`src/rtl/conf_power_sequencer.sv`:
```
// Power sequencer for the R&T analog rail: starts regulator sync clocks, enables the rail,
// qualifies power-good, and keeps sync running for a shutdown tail. Optional macro: PWR_PG_SYNC_EN.
module conf_power_sequencer #(
  parameter int unsigned SYNC_DIV     = 50,
  parameter int unsigned SYNC_LEAD    = 64,
  parameter int unsigned PG_FILT      = 8,
  parameter int unsigned RAMP_TIMEOUT = 100000
) (
  input  logic       clk,
  input  logic       rst,
  input  logic       en_i,
  input  logic       pg_i,
  output logic       pwr_rt_on,
  output logic       pwr_sync_a1,
  output logic       pwr_sync_d1,
  output logic       ready_o,
  output logic       fault_o,
  output logic [2:0] state_o
);

  localparam int unsigned T_MAX = (SYNC_LEAD > RAMP_TIMEOUT) ? SYNC_LEAD : RAMP_TIMEOUT;
  localparam int unsigned TW    = $clog2(T_MAX + 1);
  localparam int unsigned FW    = $clog2(PG_FILT + 1);
  localparam int unsigned CW    = $clog2(SYNC_DIV);

  typedef enum logic [2:0] {
    S_OFF        = 3'd0,
    S_SYNC_START = 3'd1,
    S_WAIT_PG    = 3'd2,
    S_RUN        = 3'd3,
    S_SHUTDOWN   = 3'd4,
    S_FAULT      = 3'd5
  } state_t;

  state_t        r_state;
  state_t        w_nxt;
  logic [TW-1:0] r_tcnt;
  logic [FW-1:0] r_fcnt;
  logic [CW-1:0] r_cnt;
  logic          r_ph;
  logic          w_pg;
  logic          w_lead_done;
  logic          w_to_done;
  logic          w_filt_done;
  logic          w_run_cur;
  logic          w_run_nxt;

`ifdef PWR_PG_SYNC_EN
  logic r_pg_s1;
  logic r_pg_s2;

  // Two-flop synchronizer for an asynchronous power-good source
  always_ff @(posedge clk) begin
    if (rst) begin
      r_pg_s1 <= 1'b0;
      r_pg_s2 <= 1'b0;
    end else begin
      r_pg_s1 <= pg_i;
      r_pg_s2 <= r_pg_s1;
    end
  end
  assign w_pg = r_pg_s2;
`else
  assign w_pg = pg_i;
`endif

  assign w_lead_done = (r_tcnt == TW'(SYNC_LEAD - 1));
  assign w_to_done   = (r_tcnt == TW'(RAMP_TIMEOUT - 1));
  assign w_filt_done = (r_fcnt == FW'(PG_FILT - 1));
  assign w_run_cur   = r_state inside {S_SYNC_START, S_WAIT_PG, S_RUN, S_SHUTDOWN};
  assign w_run_nxt   = w_nxt inside {S_SYNC_START, S_WAIT_PG, S_RUN, S_SHUTDOWN};
  assign state_o     = r_state;

  // Next state; en_i=0 outranks timeout and pg faults, pg-good outranks timeout
  always_comb begin
    w_nxt = r_state;
    case (r_state)
      S_OFF:        if (en_i) w_nxt = S_SYNC_START;
      S_SYNC_START: begin
        if (!en_i)            w_nxt = S_SHUTDOWN;
        else if (w_lead_done) w_nxt = S_WAIT_PG;
      end
      S_WAIT_PG: begin
        if (!en_i)                    w_nxt = S_SHUTDOWN;
        else if (w_pg && w_filt_done) w_nxt = S_RUN;
        else if (w_to_done)           w_nxt = S_FAULT;
      end
      S_RUN: begin
        if (!en_i)                     w_nxt = S_SHUTDOWN;
        else if (!w_pg && w_filt_done) w_nxt = S_FAULT;
      end
      S_SHUTDOWN:   if (w_lead_done) w_nxt = S_OFF;
      S_FAULT:      if (!en_i) w_nxt = S_OFF;
      default:      w_nxt = S_OFF;
    endcase
  end

  always_ff @(posedge clk) begin
    if (rst) begin
      r_state     <= S_OFF;
      r_tcnt      <= '0;
      r_fcnt      <= '0;
      r_cnt       <= '0;
      r_ph        <= 1'b1;
      pwr_rt_on   <= 1'b0;
      pwr_sync_a1 <= 1'b0;
      pwr_sync_d1 <= 1'b0;
      ready_o     <= 1'b0;
      fault_o     <= 1'b0;
    end else begin
      r_state <= w_nxt;

      // Dwell timer only matters in the timed states
      if (w_nxt != r_state || !(r_state inside {S_SYNC_START, S_WAIT_PG, S_SHUTDOWN}))
        r_tcnt <= '0;
      else
        r_tcnt <= r_tcnt + TW'(1);

      // pg filter counts highs while waiting, lows while running
      if (w_nxt != r_state)
        r_fcnt <= '0;
      else if (r_state == S_WAIT_PG)
        r_fcnt <= w_pg ? r_fcnt + FW'(1) : '0;
      else if (r_state == S_RUN)
        r_fcnt <= w_pg ? '0 : r_fcnt + FW'(1);
      else
        r_fcnt <= '0;

      // Sync generator: starts at a1=1 on entry, toggles phase every SYNC_DIV cycles
      if (!w_run_nxt) begin
        r_cnt       <= '0;
        r_ph        <= 1'b1;
        pwr_sync_a1 <= 1'b0;
        pwr_sync_d1 <= 1'b0;
      end else if (!w_run_cur) begin
        r_cnt       <= '0;
        r_ph        <= 1'b1;
        pwr_sync_a1 <= 1'b1;
        pwr_sync_d1 <= 1'b0;
      end else if (r_cnt == CW'(SYNC_DIV - 1)) begin
        r_cnt       <= '0;
        r_ph        <= ~r_ph;
        pwr_sync_a1 <= ~r_ph;
        pwr_sync_d1 <= r_ph;
      end else begin
        r_cnt       <= r_cnt + CW'(1);
        pwr_sync_a1 <= r_ph;
        pwr_sync_d1 <= ~r_ph;
      end

      pwr_rt_on <= (w_nxt == S_WAIT_PG) || (w_nxt == S_RUN);
      ready_o   <= (w_nxt == S_RUN);
      fault_o   <= (w_nxt == S_FAULT);
    end
  end

endmodule

```
`config.mk`:
```
export PLATFORM = sky130hd
export DESIGN_NAME = conf_power_sequencer
export DESIGN_NICKNAME = d
export VERILOG_FILES = /design/src/rtl/conf_power_sequencer.sv
export SDC_FILE = /design/constraint.sdc
export NUM_CORES = 1
export LEC_CHECK = 0
export ABC_AREA = 1
export ABC_CLOCK_PERIOD_IN_PS = 2400
export CAP_MARGIN = 30
export CORE_UTILIZATION = 50
export DETAILED_ROUTE_END_ITERATION = 6
export PLACE_DENSITY = 0.69
export SYNTH_ARGS = -nofsm -noshare
export SYNTH_HDL_FRONTEND = slang
export SYNTH_SLANG_ARGS = --single-unit
```
`constraint.sdc`:
```
create_clock -name clk -period 2.4 [get_ports clk]
set_input_delay 0.48 -clock clk [delete_from_list [all_inputs] [get_ports clk]]
set_output_delay 0.48 -clock clk [all_outputs]
set_load 0.05 [all_outputs]
```
## Word level (Yosys, flattened, before mapping)

Cells that the tools add are included.

| storage, ports and cells | value |
|---|---|
| register bits | 36 |
| input bits | 4 |
| output and inout bits | 8 |

| operators by class | value |
|---|---|
| add/sub/neg operators | 3 |
| equal/unequal tests | 15 |
| mux-type cells | 18 |
| bitwise gates (word level) | 3 |
| reductions and logical operators | 15 |

Operators by type and width:

| operator | number |
|---|---|
| $mux 3 | 10 |
| $pmux 3 s6 | 1 |
| $add 17x1->17 const B | 1 |
| $eq 17x17->1 const B | 1 |
| $eq 17x6->1 const B | 1 |
| $mux 4 | 4 |
| $eq 3x2->1 const B | 4 |
| $eq 3x3->1 const B | 4 |
| $reduce_bool 4->1 | 2 |
| $add 6x1->6 const B | 1 |
| $eq 3x1->1 const B | 2 |
| $eq 6x6->1 const B | 1 |
| $reduce_or 2->1 | 3 |
| $add 4x1->4 const B | 1 |
| $eq 4x3->1 const B | 1 |
| $reduce_or 4->1 | 1 |
| $logic_not 3->1 | 1 |
| $mux 1 | 3 |
| $ne 3x3->1 | 1 |
| $not 1->1 | 3 |
| $reduce_bool 3->1 | 1 |
| $reduce_or 3->1 | 1 |
| $logic_and 1x1->1 | 2 |
| $logic_not 1->1 | 2 |
| $logic_or 1x1->1 | 2 |

## Longest topological paths before layout

Gate-level depths: netlist of the first run.

| logic depth | value |
|---|---|
| word-level depth | 9 |
| gate-level depth with buffers | 16 |
| depth with buffers taken out | 15 |

## Least setup slack after synthesis of the first run

Ideal clock, no wire load.

| timing path | value |
|---|---|
| path type | flip-flop to flip-flop |
| from | register r_state[2] (netlist: state_o[2]) |
| to | register r_tcnt[10] |
| setup time | 0.062 ns |
| data arrival time | 2.010 ns |
| path slack | 0.329 ns |
| cell stages (with the launch flop) | 13 |
| period minus slack after synthesis | 2.071 ns |
| cell sequence | dfxtp_1 > buf_2 > nor2_2 > nand2_2 > inv_1 > a21oi_2 > nand3_2 > nand2_1 > nand2_2 > nor2_4 > nand3_4 > buf_12 > nor2_4 |

| on the way | value |
|---|---|
| longest elaborated chain between the ends | 7 |
| elaborated cells on any way between the ends | 22 |

RTL lines:

| element | RTL line | source |
|---|---|---|
| start, declared | 35 | `state_t r_state;` |
| start signal, assigned | 111 | `r_state <= w_nxt;` |
| $mux 3 | 86 | `else if (w_to_done) w_nxt = S_FAULT;` |
| $mux 3 | 85 | `else if (w_pg && w_filt_done) w_nxt = S_RUN;` |
| $mux 3 | 84 | `if (!en_i) w_nxt = S_SHUTDOWN;` |
| $pmux 3 s6 | 77 | `case (r_state)` |
| $ne 3x3->1 | 114 | `if (w_nxt != r_state \|\| !(r_state inside {S_SYNC_START, S_WAIT_PG, S_SHUTDOWN}))` |
| $logic_or 1x1->1 (*) | 114 |  |
| $reduce_or 2->1 (no source line) (*) | n/a |  |
| end signal, assigned | 117 | `r_tcnt <= r_tcnt + TW'(1);` |
| end, declared | 37 | `logic [TW-1:0] r_tcnt;` |

Mark *: on every way between the ends. The rest lies on a longest branch, timed or not.
A chain may end at the register's enable or synchronous reset.

## Worst setup path after layout of the first run

| timing path | value |
|---|---|
| from | register r_state[2] (netlist: state_o[2]) |
| to | output port state_o[2] |

RTL lines:

| element | RTL line | source |
|---|---|---|
| end, declared | 18 | `output logic [2:0] state_o` |

No word-level cell between the ends.

==> reports/summary.txt, run 1 <==
====================================================================================================
I/O Pins                                                                                          12
Distinct cell type count of the synthesized netlist                                               26
Global routing's busiest layer                                                                  met2
Fraction of layout cells with a size suffix above 1                                            0.160
Critical path capture point type                                                        primary output
Synthesized area per cell                                                                   7.81 um2
Endpoints failing setup                                                                            0
Required time of the critical path                                                           1.92 ns
Slew of the pin with the lowest slew margin                                                 0.502 ns
Result of the run                                                                       finished, final reports clean
Leakage Power                                                                               0.836 nW
Worst-case vdd ir drop                                                                      0.331 mV
Total number of yosys warnings                                                                     0
M2 GR Usage                                                                                    0.298
Crit Path Class                                                                         flop to primary output
First-pass GRT wire length                                                                   5680 um
Post-synth net total                                                                             251
DRT Wirelength                                                                               3210 um
Most frequent cells in the layout                                                       sky130_fd_sc_hd__nor2_1 (43), sky130_fd_sc_hd__dfxtp_1 (36), sky130_fd_sc_hd__nand2_1 (33)
Via count                                                                                       1492
Post-DR wirelength/cell                                                                      10.3 um
Insertion delay to the later sink of the worst-skew pair                                     0.29 ns
Netlist area before placement                                                               1900 um2
GRT Util Overall                                                                               0.181
Number of rows created at floorplan                                                               22
Number of endpoints with negative hold slack in the final report                                   0
Num CTS Buffers                                                                                    5
Number of buffers inserted by post-CTS setup repair                                                0
Yosys reg bits                                                                                    36
# clock sinks                                                                                     36
Area inside the core boundary                                                               3660 um2
Buffers plus inverters on the worst setup path                                                     1
Met1 layer usage reported by global route                                                      0.218
Starting density of the core                                                                   0.518
Fmax                                                                                         454 MHz
Clock root buffer                                                                       sky130_fd_sc_hd__clkbuf_8
RSZ-0062 raised after global routing                                                              no
Highest cell delay on the worst timing path                                                  0.88 ns
Remaining routing DRC violations                                                                   0
Final Skew                                                                                0.00624 ns
Area growth from synthesis to final layout                                                     14.2%
Reg-to-reg setup timing slack                                                                0.39 ns
Number of input and output port buffers inserted                                                  11
Maximum fanout count along the critical path                                                       9
Total placed cells including tap cells                                                           302
Global placer's final weighted congestion                                                      0.854
Fraction of the cycle the final worst path needs                                               0.919
Area enclosed by the die boundary                                                           4050 um2
Clock-pin slew reported for the worst setup and hold paths after clock tree synthesis        0.08 ns
Power per cell area                                                                       539 nW/um2
Cell type of the slowest stage on the worst timing path                                 sky130_fd_sc_hd__clkdlybuf4s50_1
Buffer levels on the longest clock path                                                            2
Worst slew margin                                                                              0.665
Total Negative Setup Slacks                                                                     0 ns
Sequential fraction of the synthesis area                                                      0.380
Vias per cell                                                                                   4.81
TritonCTS clock tree                                                                            done
Initial drt markers                                                                               63
Post-Syn Instances                                                                               243
Post-route antenna net violation count                                                             0
Met3 Resource Use GR                                                                          0.0543
Critical path startpoint category                                                               flop
Critical path data arrival time                                                              1.72 ns
Class of the worst hold path                                                            flop to flop
Number of optimization iterations in the first detailed-route pass                                 4
Horizontal die dimension                                                                     63.6 um
Leading cell type in the layout, fill and taps excluded                                 sky130_fd_sc_hd__nor2_1
Overall power                                                                                1.17 mW
Ant. Diodes                                                                                        0
Filler Cells Inserted                                                                            357
Top cell family by delay on the critical path                                           buffers and inverters
Total gr overflow                                                                                  0
Number of global-route vias before repair                                                       1375
Maximum number of pins on one net before global-route repair                                      18
Hold buffer count at cts                                                                           0
Count of cells resized by post-cts repair                                                          0
Placed wire-length estimate                                                                  2440 um
Number of H-tree levels                                                                            2
Overall die height                                                                           63.6 um
Number of antenna violations at the first check in global routing                                  0
Crit-path cells                                                                         clkdlybuf4s50_1
Max cap viols                                                                                      0
Layout Nets                                                                                      269
Max-slew violation count                                                                           0
Filler-free cell count of the finished design                                                    310
Final worst path period need                                                                 2.20 ns
====================================================================================================
==> worst reg2reg max path, cell delays in order (launching register included) <==
cell	delay [ns]
sky130_fd_sc_hd__dfxtp_1	0.35
sky130_fd_sc_hd__ha_1	0.22
sky130_fd_sc_hd__nand2_2	0.07
sky130_fd_sc_hd__nor2_2	0.15
sky130_fd_sc_hd__nand2_2	0.10
sky130_fd_sc_hd__nor2_4	0.11
sky130_fd_sc_hd__nand3_1	0.09
sky130_fd_sc_hd__nand2_1	0.07
sky130_fd_sc_hd__inv_1	0.04
sky130_fd_sc_hd__nand2_1	0.06
sky130_fd_sc_hd__nand2_1	0.13
sky130_fd_sc_hd__nand3_1	0.15
sky130_fd_sc_hd__nand4_1	0.25
sky130_fd_sc_hd__nor2_1	0.16
==> area by class of cell <==
class / count / area [um2] / share of cell area
Timing Repair Buffer: 13 / 138 / 0.0635
Inverter: 33 / 124 / 0.0571
Tap cell: 48 / 60.1 / 0.0277
Multi-Input combinational cell: 172 / 1030 / 0.474
Clock inverter: 2 / 15.0 / 0.00692
Clock buffer: 6 / 82.6 / 0.0381
Sequential cell: 36 / 721 / 0.332
==> sequential cells by signal, summed over array words and instances, names as in the netlist <==
signal / count
fault_o: 1
pwr_sync_a1: 1
ready_o: 1
state_o: 3
pwr_rt_on: 1
r_ph: 1
pwr_sync_d1: 1
r_cnt: 6
r_tcnt: 17
r_fcnt: 4
==> power breakdown <==
group / leakage, nW / total (mW) / internal, mW / switching, mW
combinational: 0.501 / 0.105 / 0.0356 / 0.0697
sequential: 0.291 / 0.611 / 0.603 / 0.00821
clock: 0.0434 / 0.452 / 0.232 / 0.220
==> layer usage <==
metal,wire [um],part of all wire
met2,1490,0.46
met5,0,0
met4,51,0.016
met3,112,0.035
met1,1560,0.49
==> path summary, 6_finish.rpt <==
| kind | start | end | cells past startpoint |
|---|---|---|---|
| worst max-delay path | state_o[2]$_SDFF_PP0_ | state_o[2] | 1 |
| worst min-delay path | r_tcnt[0]$_SDFF_PP0_ | r_tcnt[0]$_SDFF_PP0_ | 1 |
| worst max register to register | r_tcnt[0]$_SDFF_PP0_ | r_cnt[5]$_SDFF_PP0_ | 13 |
| worst min register to register | r_tcnt[0]$_SDFF_PP0_ | r_tcnt[0]$_SDFF_PP0_ | 1 |
==> metrics by stage <==
step                hold slack (ns)  area (um2)  utilization  setup slack [ns]
detailed placement            0.439        2070        0.566             0.172
floorplan                     0.418        1900            -             0.329
global placement              0.431        2070        0.566             0.221
CTS                           0.456        2170        0.592             0.196
finish                        0.448        2170        0.592             0.195
global route                  0.481        2170        0.592             0.148
==> cells in the mapped netlist <==
library cell | instances | area share
sky130_fd_sc_hd__dfxtp_1 | 36 | 0.38
sky130_fd_sc_hd__inv_2 | 3 | 0.0059
sky130_fd_sc_hd__nand2_2 | 8 | 0.026
sky130_fd_sc_hd__inv_1 | 30 | 0.059
sky130_fd_sc_hd__xnor2_1 | 5 | 0.023
sky130_fd_sc_hd__a31oi_1 | 2 | 0.0066
sky130_fd_sc_hd__nand3_1 | 18 | 0.047
sky130_fd_sc_hd__nor3_1 | 8 | 0.021
sky130_fd_sc_hd__nor2_2 | 2 | 0.0066
sky130_fd_sc_hd__nand3_4 | 1 | 0.0092
sky130_fd_sc_hd__nor3_4 | 1 | 0.0086
sky130_fd_sc_hd__a21oi_2 | 2 | 0.0092
sky130_fd_sc_hd__nand3b_1 | 1 | 0.0040
sky130_fd_sc_hd__ha_1 | 4 | 0.026
sky130_fd_sc_hd__nand4_1 | 7 | 0.023
sky130_fd_sc_hd__nor4_1 | 1 | 0.0033
sky130_fd_sc_hd__buf_12 | 1 | 0.011
sky130_fd_sc_hd__nor2_4 | 12 | 0.071
sky130_fd_sc_hd__xor2_1 | 17 | 0.078
sky130_fd_sc_hd__o21ai_2 | 1 | 0.0046
sky130_fd_sc_hd__nand3_2 | 2 | 0.011
sky130_fd_sc_hd__buf_2 | 1 | 0.0026
sky130_fd_sc_hd__o31ai_1 | 1 | 0.0040
sky130_fd_sc_hd__nand2_1 | 33 | 0.065
sky130_fd_sc_hd__a21oi_1 | 3 | 0.0079
sky130_fd_sc_hd__nor2_1 | 43 | 0.085
==> logic make-up (layout without fill, tap and decap cells) <==
family,Yosys count,count (layout),synth area share
and+or+nand+nor,137,137,0.382
adders and majority gates,4,4,0.0264
xor gates and xnor gates,22,22,0.102
AOI/OAI and AO/OA,9,9,0.0323
buffers and inverters,35,54,0.0784
DFF,36,36,0.380
Note: power is estimated with default switching activity, not from simulation.
==> run 2: changes to the inputs <==
Settings changed: RECOVER_POWER from default to 25.
==> run 2 against run 1 <==
  * Worst hold slack hardly changed
  * Via count rose by 0.47%
  * Sequential cell count did not move
  * Cell count unchanged
  * Wire length decreased by 0.34%
  * Sequential power about the same
  * Register-to-register slack lost 0.06 ns
  * Critical path depth did not move
  * Die area unchanged
  * Setup slack improved by 0.0035 ns
  * Clock skew increased by 0.0013 ns
  * Sequential share of layout area up 0.13 points
  * Largest cell class unchanged
  * Largest power group unchanged
  * Highest routed layer unchanged
==> reports/summary.txt, run 2 (synthesis results as in run 1) <==
====================================================================================================
Result of the run                                                                       finished, final reports clean
Overall die height                                                                           63.6 um   unchanged
Endpoints failing setup                                                                            0   unchanged
Power spent charging and discharging nets                                                   0.297 mW   -0.35%
Post-DR wirelength/cell                                                                      10.3 um   -0.34%
Max-slew violation count                                                                           0   unchanged
Highest metal layer used by the detailed router                                                 met4
Number of global-route vias before repair                                                       1375   unchanged
Total Negative Setup Slacks                                                                     0 ns   unchanged
Core utilization of the finished layout                                                        0.590   -0.00239
Clock root buffer                                                                       sky130_fd_sc_hd__clkbuf_8
Maximum number of pins on one net before global-route repair                                      18   unchanged
Total length of routed met2 wires                                                            1480 um   -0.34%
Required time of the critical path                                                           1.92 ns   about the same
Area enclosed by the die boundary                                                           4050 um2   unchanged
Count of cells resized by post-cts repair                                                          0   unchanged
RSZ-0062 raised after global routing                                                              no
Class of the worst hold path                                                            flop to flop
Top cell family by delay on the critical path                                           buffers and inverters
Number of flip-flops in the largest register                                                      17   unchanged
Insertion delay to the later sink of the worst-skew pair                                     0.29 ns   about the same
Total placed cells including tap cells                                                           302   unchanged
Crit-path cells                                                                         clkdlybuf4s50_1
Vias per cell                                                                                   4.84   +0.47%
Fmax                                                                                         454 MHz   +0.16%
First-pass GRT wire length                                                                   5680 um   unchanged
Worst-case vdd ir drop                                                                      0.330 mV   -0.26%
Final worst-path setup slack                                                                0.199 ns   +0.00353 ns
Fraction of the cycle the final worst path needs                                               0.917   -0.00147
Area of placed instances                                                                    2070 um2   unchanged
I/O Pins                                                                                          12   unchanged
# clock sinks                                                                                     36   unchanged
Number of input and output port buffers inserted                                                  11   unchanged
Worst slew margin                                                                              0.660   -0.00486
DRT Wirelength                                                                               3200 um   -0.34%
Critical path capture point type                                                        primary output
Max cap viols                                                                                      0   unchanged
Layout Nets                                                                                      269   unchanged
Number of rows created at floorplan                                                               22   unchanged
Starting density of the core                                                                   0.518   unchanged
Horizontal die dimension                                                                     63.6 um   unchanged
Initial drt markers                                                                               58   -7.9%
Critical path data arrival time                                                              1.72 ns   about the same
Worst slack, placed                                                                         0.172 ns   unchanged
Most frequent cells in the layout                                                       sky130_fd_sc_hd__nor2_1 (44), sky130_fd_sc_hd__dfxtp_1 (36), sky130_fd_sc_hd__nand2_1 (34)
Leading cell type in the layout, fill and taps excluded                                 sky130_fd_sc_hd__nor2_1
Total non-filler cell area in the finished layout                                           2160 um2   -0.40%
Share of total power in the clock network                                                      0.388   about the same
Critical path startpoint category                                                               flop
Clock-pin slew reported for the worst setup and hold paths after clock tree synthesis        0.08 ns   about the same
Most flop-heavy register                                                                      r_tcnt
Filler Cells Inserted                                                                            361   +1.1%
Buffers plus inverters on the worst setup path                                                     1   unchanged
TritonCTS clock tree                                                                            done
GRT Util Overall                                                                               0.181   unchanged
Number of H-tree levels                                                                            2   unchanged
Remaining routing DRC violations                                                                   0   unchanged
Maximum fanout count along the critical path                                                       9   unchanged
Crit Path Class                                                                         flop to primary output
Via count                                                                                       1499   +0.47%
Number of antenna violations at the first check in global routing                                  0   unchanged
Fraction of layout cells with a size suffix above 1                                            0.149   -0.0115
Placed wire-length estimate                                                                  2440 um   unchanged
Final worst path period need                                                                 2.20 ns   -0.00353 ns
Internal Pwr Total                                                                          0.870 mW   -0.13%
Highest cell delay on the worst timing path                                                  0.88 ns   about the same
Total gr overflow                                                                                  0   unchanged
Power per cell area                                                                       540 nW/um2   +0.22%
Portion of total power attributed to sequential cells                                          0.524   about the same
Part of the total power dissipated in combinational logic                                      0.089   about the same
Ant. Diodes                                                                                        0   unchanged
Routed wl met3                                                                                143 um   +28%
Switching part of the total                                                                    0.255   -0.000402
Number of buffers inserted by post-CTS setup repair                                                0   unchanged
Num CTS Buffers                                                                                    5   unchanged
Filler-free cell count of the finished design                                                    310   unchanged
Post-route antenna net violation count                                                             0   unchanged
Registers with the most flip-flops                                                      r_tcnt: 17 flops, r_cnt: 6 flops, r_fcnt: 4 flops
Number of optimization iterations in the first detailed-route pass                                 4   unchanged
Number of endpoints with negative hold slack in the final report                                   0   unchanged
Final Skew                                                                                0.00750 ns   +0.00126 ns
Routed length on met1                                                                        1520 um   -2.4%
Area inside the core boundary                                                               3660 um2   unchanged
Area growth from synthesis to final layout                                                     13.8%
Leakage Power                                                                               0.850 nW   +1.7%
Hold buffer count at cts                                                                           0   unchanged
Global placer's final weighted congestion                                                      0.854   unchanged
Slew of the pin with the lowest slew margin                                                 0.509 ns   +0.00718 ns
Cell type of the slowest stage on the worst timing path                                 sky130_fd_sc_hd__clkdlybuf4s50_1
Buffer levels on the longest clock path                                                            2   unchanged
====================================================================================================
run 2: cell types whose count changed in the layout (fill, tap and decap cells not counted):
| cell | before | now |
|---|---|---|
| sky130_fd_sc_hd__dlygate4sd3_1 | 0 | 5 |
| sky130_fd_sc_hd__a21oi_2 | 2 | 1 |
| sky130_fd_sc_hd__nand2_1 | 33 | 34 |
| sky130_fd_sc_hd__nor2_1 | 43 | 44 |
| sky130_fd_sc_hd__nand2_2 | 8 | 7 |
| sky130_fd_sc_hd__clkdlybuf4s50_1 | 11 | 6 |
| sky130_fd_sc_hd__a21oi_1 | 3 | 4 |
| sky130_fd_sc_hd__nor2_2 | 2 | 1 |
run 2: final cells by class:
class                      count  area, um2  share of cell area
multi-input combinational    172       1020               0.472
sequential                    36        721               0.334
timing repair buffer          13        138              0.0637
inverter                      33        124              0.0574
clock buffer                   6       82.6              0.0382
tap                           48       60.1              0.0278
clock inverter                 2       15.0             0.00695
run 2: final timing paths:
path | slack, ns | endpoint | cells past startpoint | from
setup / recovery | 0.20 | state_o[2] | 1 | state_o[2]$_SDFF_PP0_
hold / removal | 0.45 | r_tcnt[0]$_SDFF_PP0_ | 1 | r_tcnt[0]$_SDFF_PP0_
setup reg to reg | 0.33 | r_cnt[5]$_SDFF_PP0_ | 13 | r_tcnt[0]$_SDFF_PP0_
hold reg to reg | 0.45 | r_tcnt[0]$_SDFF_PP0_ | 1 | r_tcnt[0]$_SDFF_PP0_
run 2: stage by stage:
| step | hold slack (ns) | power, mW |
|---|---|---|
| 3_3_place_gp | 0.431 | 0.729 |
| 4_1_cts | 0.456 | 1.19 |
| 3_5_place_dp | 0.439 | 0.731 |
| 2_1_floorplan | 0.418 | 0.702 |
| 5_1_grt | 0.481 | 1.22 |
| 6_report | 0.447 | 1.17 |
run 2: worst reg2reg max path: cells and delay by family (launching register included):
| family | cells | cell delay [ns] |
|---|---|---|
| DFF | 1 | 0.35 |
| buffers and inverters | 1 | 0.04 |
| adders and majority gates | 1 | 0.22 |
| and+or+nand+nor | 11 | 1.40 |
run 2: power by group through the flow:
stage	registers (mW)	clock network, mW	logic, mW
finish	0.611	0.452	0.103
global route	0.612	0.497	0.114
CTS	0.611	0.475	0.106
detailed placement	0.625	0	0.105
global placement	0.625	0	0.104
floorplan	0.637	0	0.0649
run 2: routing by layer:
metal	vias to the layer above	global-route usage
li1	796	-
met1	675	0.218
met4	0	0.0767
met2	23	0.298
met3	5	0.0543
met5	-	0
==> run 3: changes to the inputs <==
Settings changed: ABC_CLOCK_PERIOD_IN_PS 2400 to 1950, PLACE_DENSITY 0.69 to 0.72.
Clock period 2.4 ns to 1.95 ns, I/O delays scaled along.
==> run 3 against run 2 <==
  * Count of clock-buffer cells in the layout decreased by 1
  * Final area is 15% higher
  * Critical endpoint is now r_tcnt[14]$_SDFF_PP0_
  * Total power is 36% higher
  * Sequential cell count unchanged
  * Sequential share of layout area down 4.1 points
==> reports/summary.txt, run 3 (synthesis results as in run 1) <==
====================================================================================================
Endpoints failing setup                                                                            0   unchanged
Number of endpoints with negative hold slack in the final report                                   0   unchanged
Fraction of the cycle the final worst path needs                                               0.980
Total non-filler cell area in the finished layout                                           2490 um2   +15%
Vias per cell                                                                                   4.89   +1.2%
Final worst path period need                                                                 1.91 ns
Most frequent cells in the layout                                                       sky130_fd_sc_hd__nor2_1 (33), sky130_fd_sc_hd__inv_1 (30), sky130_fd_sc_hd__nand2_1 (30), sky130_fd_sc_hd__dfxtp_1 (30), sky130_fd_sc_hd__buf_4 (22)
Placed wire-length estimate                                                                  2780 um   +14%
Result of the run                                                                       finished, final reports clean
Post-route antenna net violation count                                                             0   unchanged
Number of rows created at floorplan                                                               22   unchanged
Area of placed instances                                                                    2190 um2   +6.0%
Max cap viols                                                                                      0   unchanged
Critical path startpoint category                                                               flop
Buffer levels on the longest clock path                                                            2   unchanged
Overall die height                                                                           63.6 um   unchanged
Remaining routing DRC violations                                                                   0   unchanged
Clock root buffer                                                                       sky130_fd_sc_hd__clkbuf_8
Leakage Power                                                                                1.00 nW   +18%
TritonCTS clock tree                                                                            done
# clock sinks                                                                                     36   unchanged
Fraction of layout cells with a size suffix above 1                                            0.314   +0.166
Area inside the core boundary                                                               3660 um2   unchanged
Met1 layer usage reported by global route                                                      0.236   +0.0185
Number of global-route vias before repair                                                       1567   +14%
Cell count of the worst hold path                                                                  1   unchanged
Area enclosed by the die boundary                                                           4050 um2   unchanged
Crit Path Class                                                                         flop to flop
Horizontal die dimension                                                                     63.6 um   unchanged
Critical path capture point type                                                                flop
Worst slew margin                                                                              0.671   +0.0108
Worst hold start                                                                        r_cnt[0]$_SDFF_PP0_
RSZ-0062 raised after global routing                                                             yes
Worst flop-to-flop path startpoint                                                      r_tcnt[1]$_SDFF_PP0_
Reg-to-reg setup timing slack                                                                0.04 ns   -0.29 ns
Final Skew                                                                                0.00587 ns   -0.00163 ns
M2 GR Usage                                                                                    0.347   +0.0492
Class of the worst hold path                                                            flop to flop
Critical path data arrival time                                                              2.14 ns   +0.42 ns
Terminus of the critical flop-to-flop path                                              r_tcnt[14]$_SDFF_PP0_
Leading cell type in the layout, fill and taps excluded                                 sky130_fd_sc_hd__nor2_1
Most flop-heavy register                                                                      r_tcnt
Slew of the pin with the lowest slew margin                                                 0.493 ns   -0.0161 ns
Ant. Diodes                                                                                        0   unchanged
Total Negative Setup Slacks                                                                     0 ns   unchanged
I/O Pins                                                                                          12   unchanged
Maximum fanout count along the critical path                                                       4   -5
Initial drt markers                                                                               87   +50%
Num CTS Buffers                                                                                    5   unchanged
Fmax                                                                                         523 MHz
First-pass GRT wire length                                                                   6410 um   +13%
Area growth from synthesis to final layout                                                     31.2%
Global placer's final weighted congestion                                                      0.868   +1.7%
Total gr overflow                                                                                  0   unchanged
Post-DR wirelength/cell                                                                      11.8 um   +14%
Number of flip-flops in the largest register                                                      17   unchanged
Power per cell area                                                                       636 nW/um2   +18%
Number of optimization iterations in the first detailed-route pass                                 4   unchanged
Via count                                                                                       1619   +8.0%
Required time of the critical path                                                           2.18 ns   +0.26 ns
Hold EP                                                                                 r_cnt[0]$_SDFF_PP0_
Starting density of the core                                                                   0.518   unchanged
DRT Wirelength                                                                               3900 um   +22%
Met3 Resource Use GR                                                                          0.0616   +0.00725
Insertion delay to the later sink of the worst-skew pair                                     0.29 ns   about the same
Hold buffer count at cts                                                                           0   unchanged
Layout Nets                                                                                      290   +7.8%
Max-slew violation count                                                                           0   unchanged
Number of antenna violations at the first check in global routing                                  0   unchanged
Registers with the most flip-flops                                                      r_tcnt: 17 flops, r_cnt: 6 flops, r_fcnt: 4 flops
Worst-case vdd ir drop                                                                      0.583 mV   +77%
Number of cells on the worst reg-to-reg path                                                      14   +1
Number of input and output port buffers inserted                                                  11   unchanged
GRT Util Overall                                                                               0.203   +0.0220
Clock-pin slew reported for the worst setup and hold paths after clock tree synthesis        0.08 ns   about the same
Number of H-tree levels                                                                            2   unchanged
Global routing's busiest layer                                                                  met2
Maximum number of pins on one net before global-route repair                                      14   -4
====================================================================================================
[run 3: changes by cell type in the layout (fill, tap and decap cells not counted), sizes merged]
cell / delta
dlygate4sd3: -5
clkdlybuf4s50: +3
clkinvlp: -1
inv: +1
buf: +22
bufinv: +1
[run 3: area by class of cell]
class	instances	area (um2)
clock buffers	5	68.8
fillers	300	1170
well taps	48	60.1
repair buffers	34	320
inverters	33	124
multi-input cells	172	1140
flip-flops and latches	36	728
clock inverters	3	46.3
[run 3: through the flow]
step	util	setup WS (ns)	cells	hold slack [ns]	total power, mW
after detailed placement	0.599	-0.146	317	0.459	0.918
after CTS	0.638	0.0129	327	0.478	1.58
after global placement	0.599	-0.0768	317	0.454	0.914
after global routing	0.680	-0.110	331	0.498	1.65
final	0.680	0.0394	331	0.479	1.58
after floorplan	-	0.0641	243	0.418	0.864
[run 3: metal layers]
metal	part of all wire	vias up	wire length (um)
li1	-	844	-
met1	0.45	738	1750
met2	0.50	31	1960
met3	0.035	6	137
met4	0.011	0	42
met5	0	-	0
[run 3: critical path, cell delays in order (launching register included)]
cell                        delay (ns)
sky130_fd_sc_hd__dfxtp_2          0.36
sky130_fd_sc_hd__ha_4             0.16
sky130_fd_sc_hd__nand2_4          0.06
sky130_fd_sc_hd__nor2_4           0.12
sky130_fd_sc_hd__nand2_4          0.07
sky130_fd_sc_hd__nor2_4           0.14
sky130_fd_sc_hd__nand2_2          0.07
sky130_fd_sc_hd__a21oi_2          0.16
sky130_fd_sc_hd__nand2_2          0.09
sky130_fd_sc_hd__nand2_2          0.07
sky130_fd_sc_hd__nand2_2          0.06
sky130_fd_sc_hd__nor2_4           0.10
sky130_fd_sc_hd__nand3_4          0.12
sky130_fd_sc_hd__clkbuf_16        0.20
sky130_fd_sc_hd__nor2_4           0.07
[run 3: timing repair]
action                     in CTS  in global routing
pin swaps                       2                  6
gates resized for setup         5                 26
setup endpoints to repair      17                 30
setup buffers                   2                  3
cloned                          0                  1
[run 3: power breakdown]
part	switching [mW]	total, mW	leakage [nW]	internal (mW)
Clock	0.280	0.665	0.0548	0.385
Sequential	0.0107	0.754	0.293	0.743
Combinational	0.0992	0.166	0.654	0.0671
Total	0.389	1.58	1.00	1.19
[run 3: worst max path at each step]
stage / to / from / slack (ns) / depth (start not counted)
floorplan: r_tcnt[10]$_SDFF_PP0_ / state_o[2]$_SDFF_PP0_ / 0.06 / 12
global placement: r_cnt[3]$_SDFF_PP0_ / en_i / -0.08 / 9
detailed placement: r_tcnt[5]$_SDFF_PP0_ / en_i / -0.15 / 12
CTS: r_tcnt[5]$_SDFF_PP0_ / r_tcnt[0]$_SDFF_PP0_ / 0.01 / 14
global route: r_tcnt[14]$_SDFF_PP0_ / r_tcnt[1]$_SDFF_PP0_ / -0.11 / 12
finish: r_tcnt[14]$_SDFF_PP0_ / r_tcnt[1]$_SDFF_PP0_ / 0.04 / 14
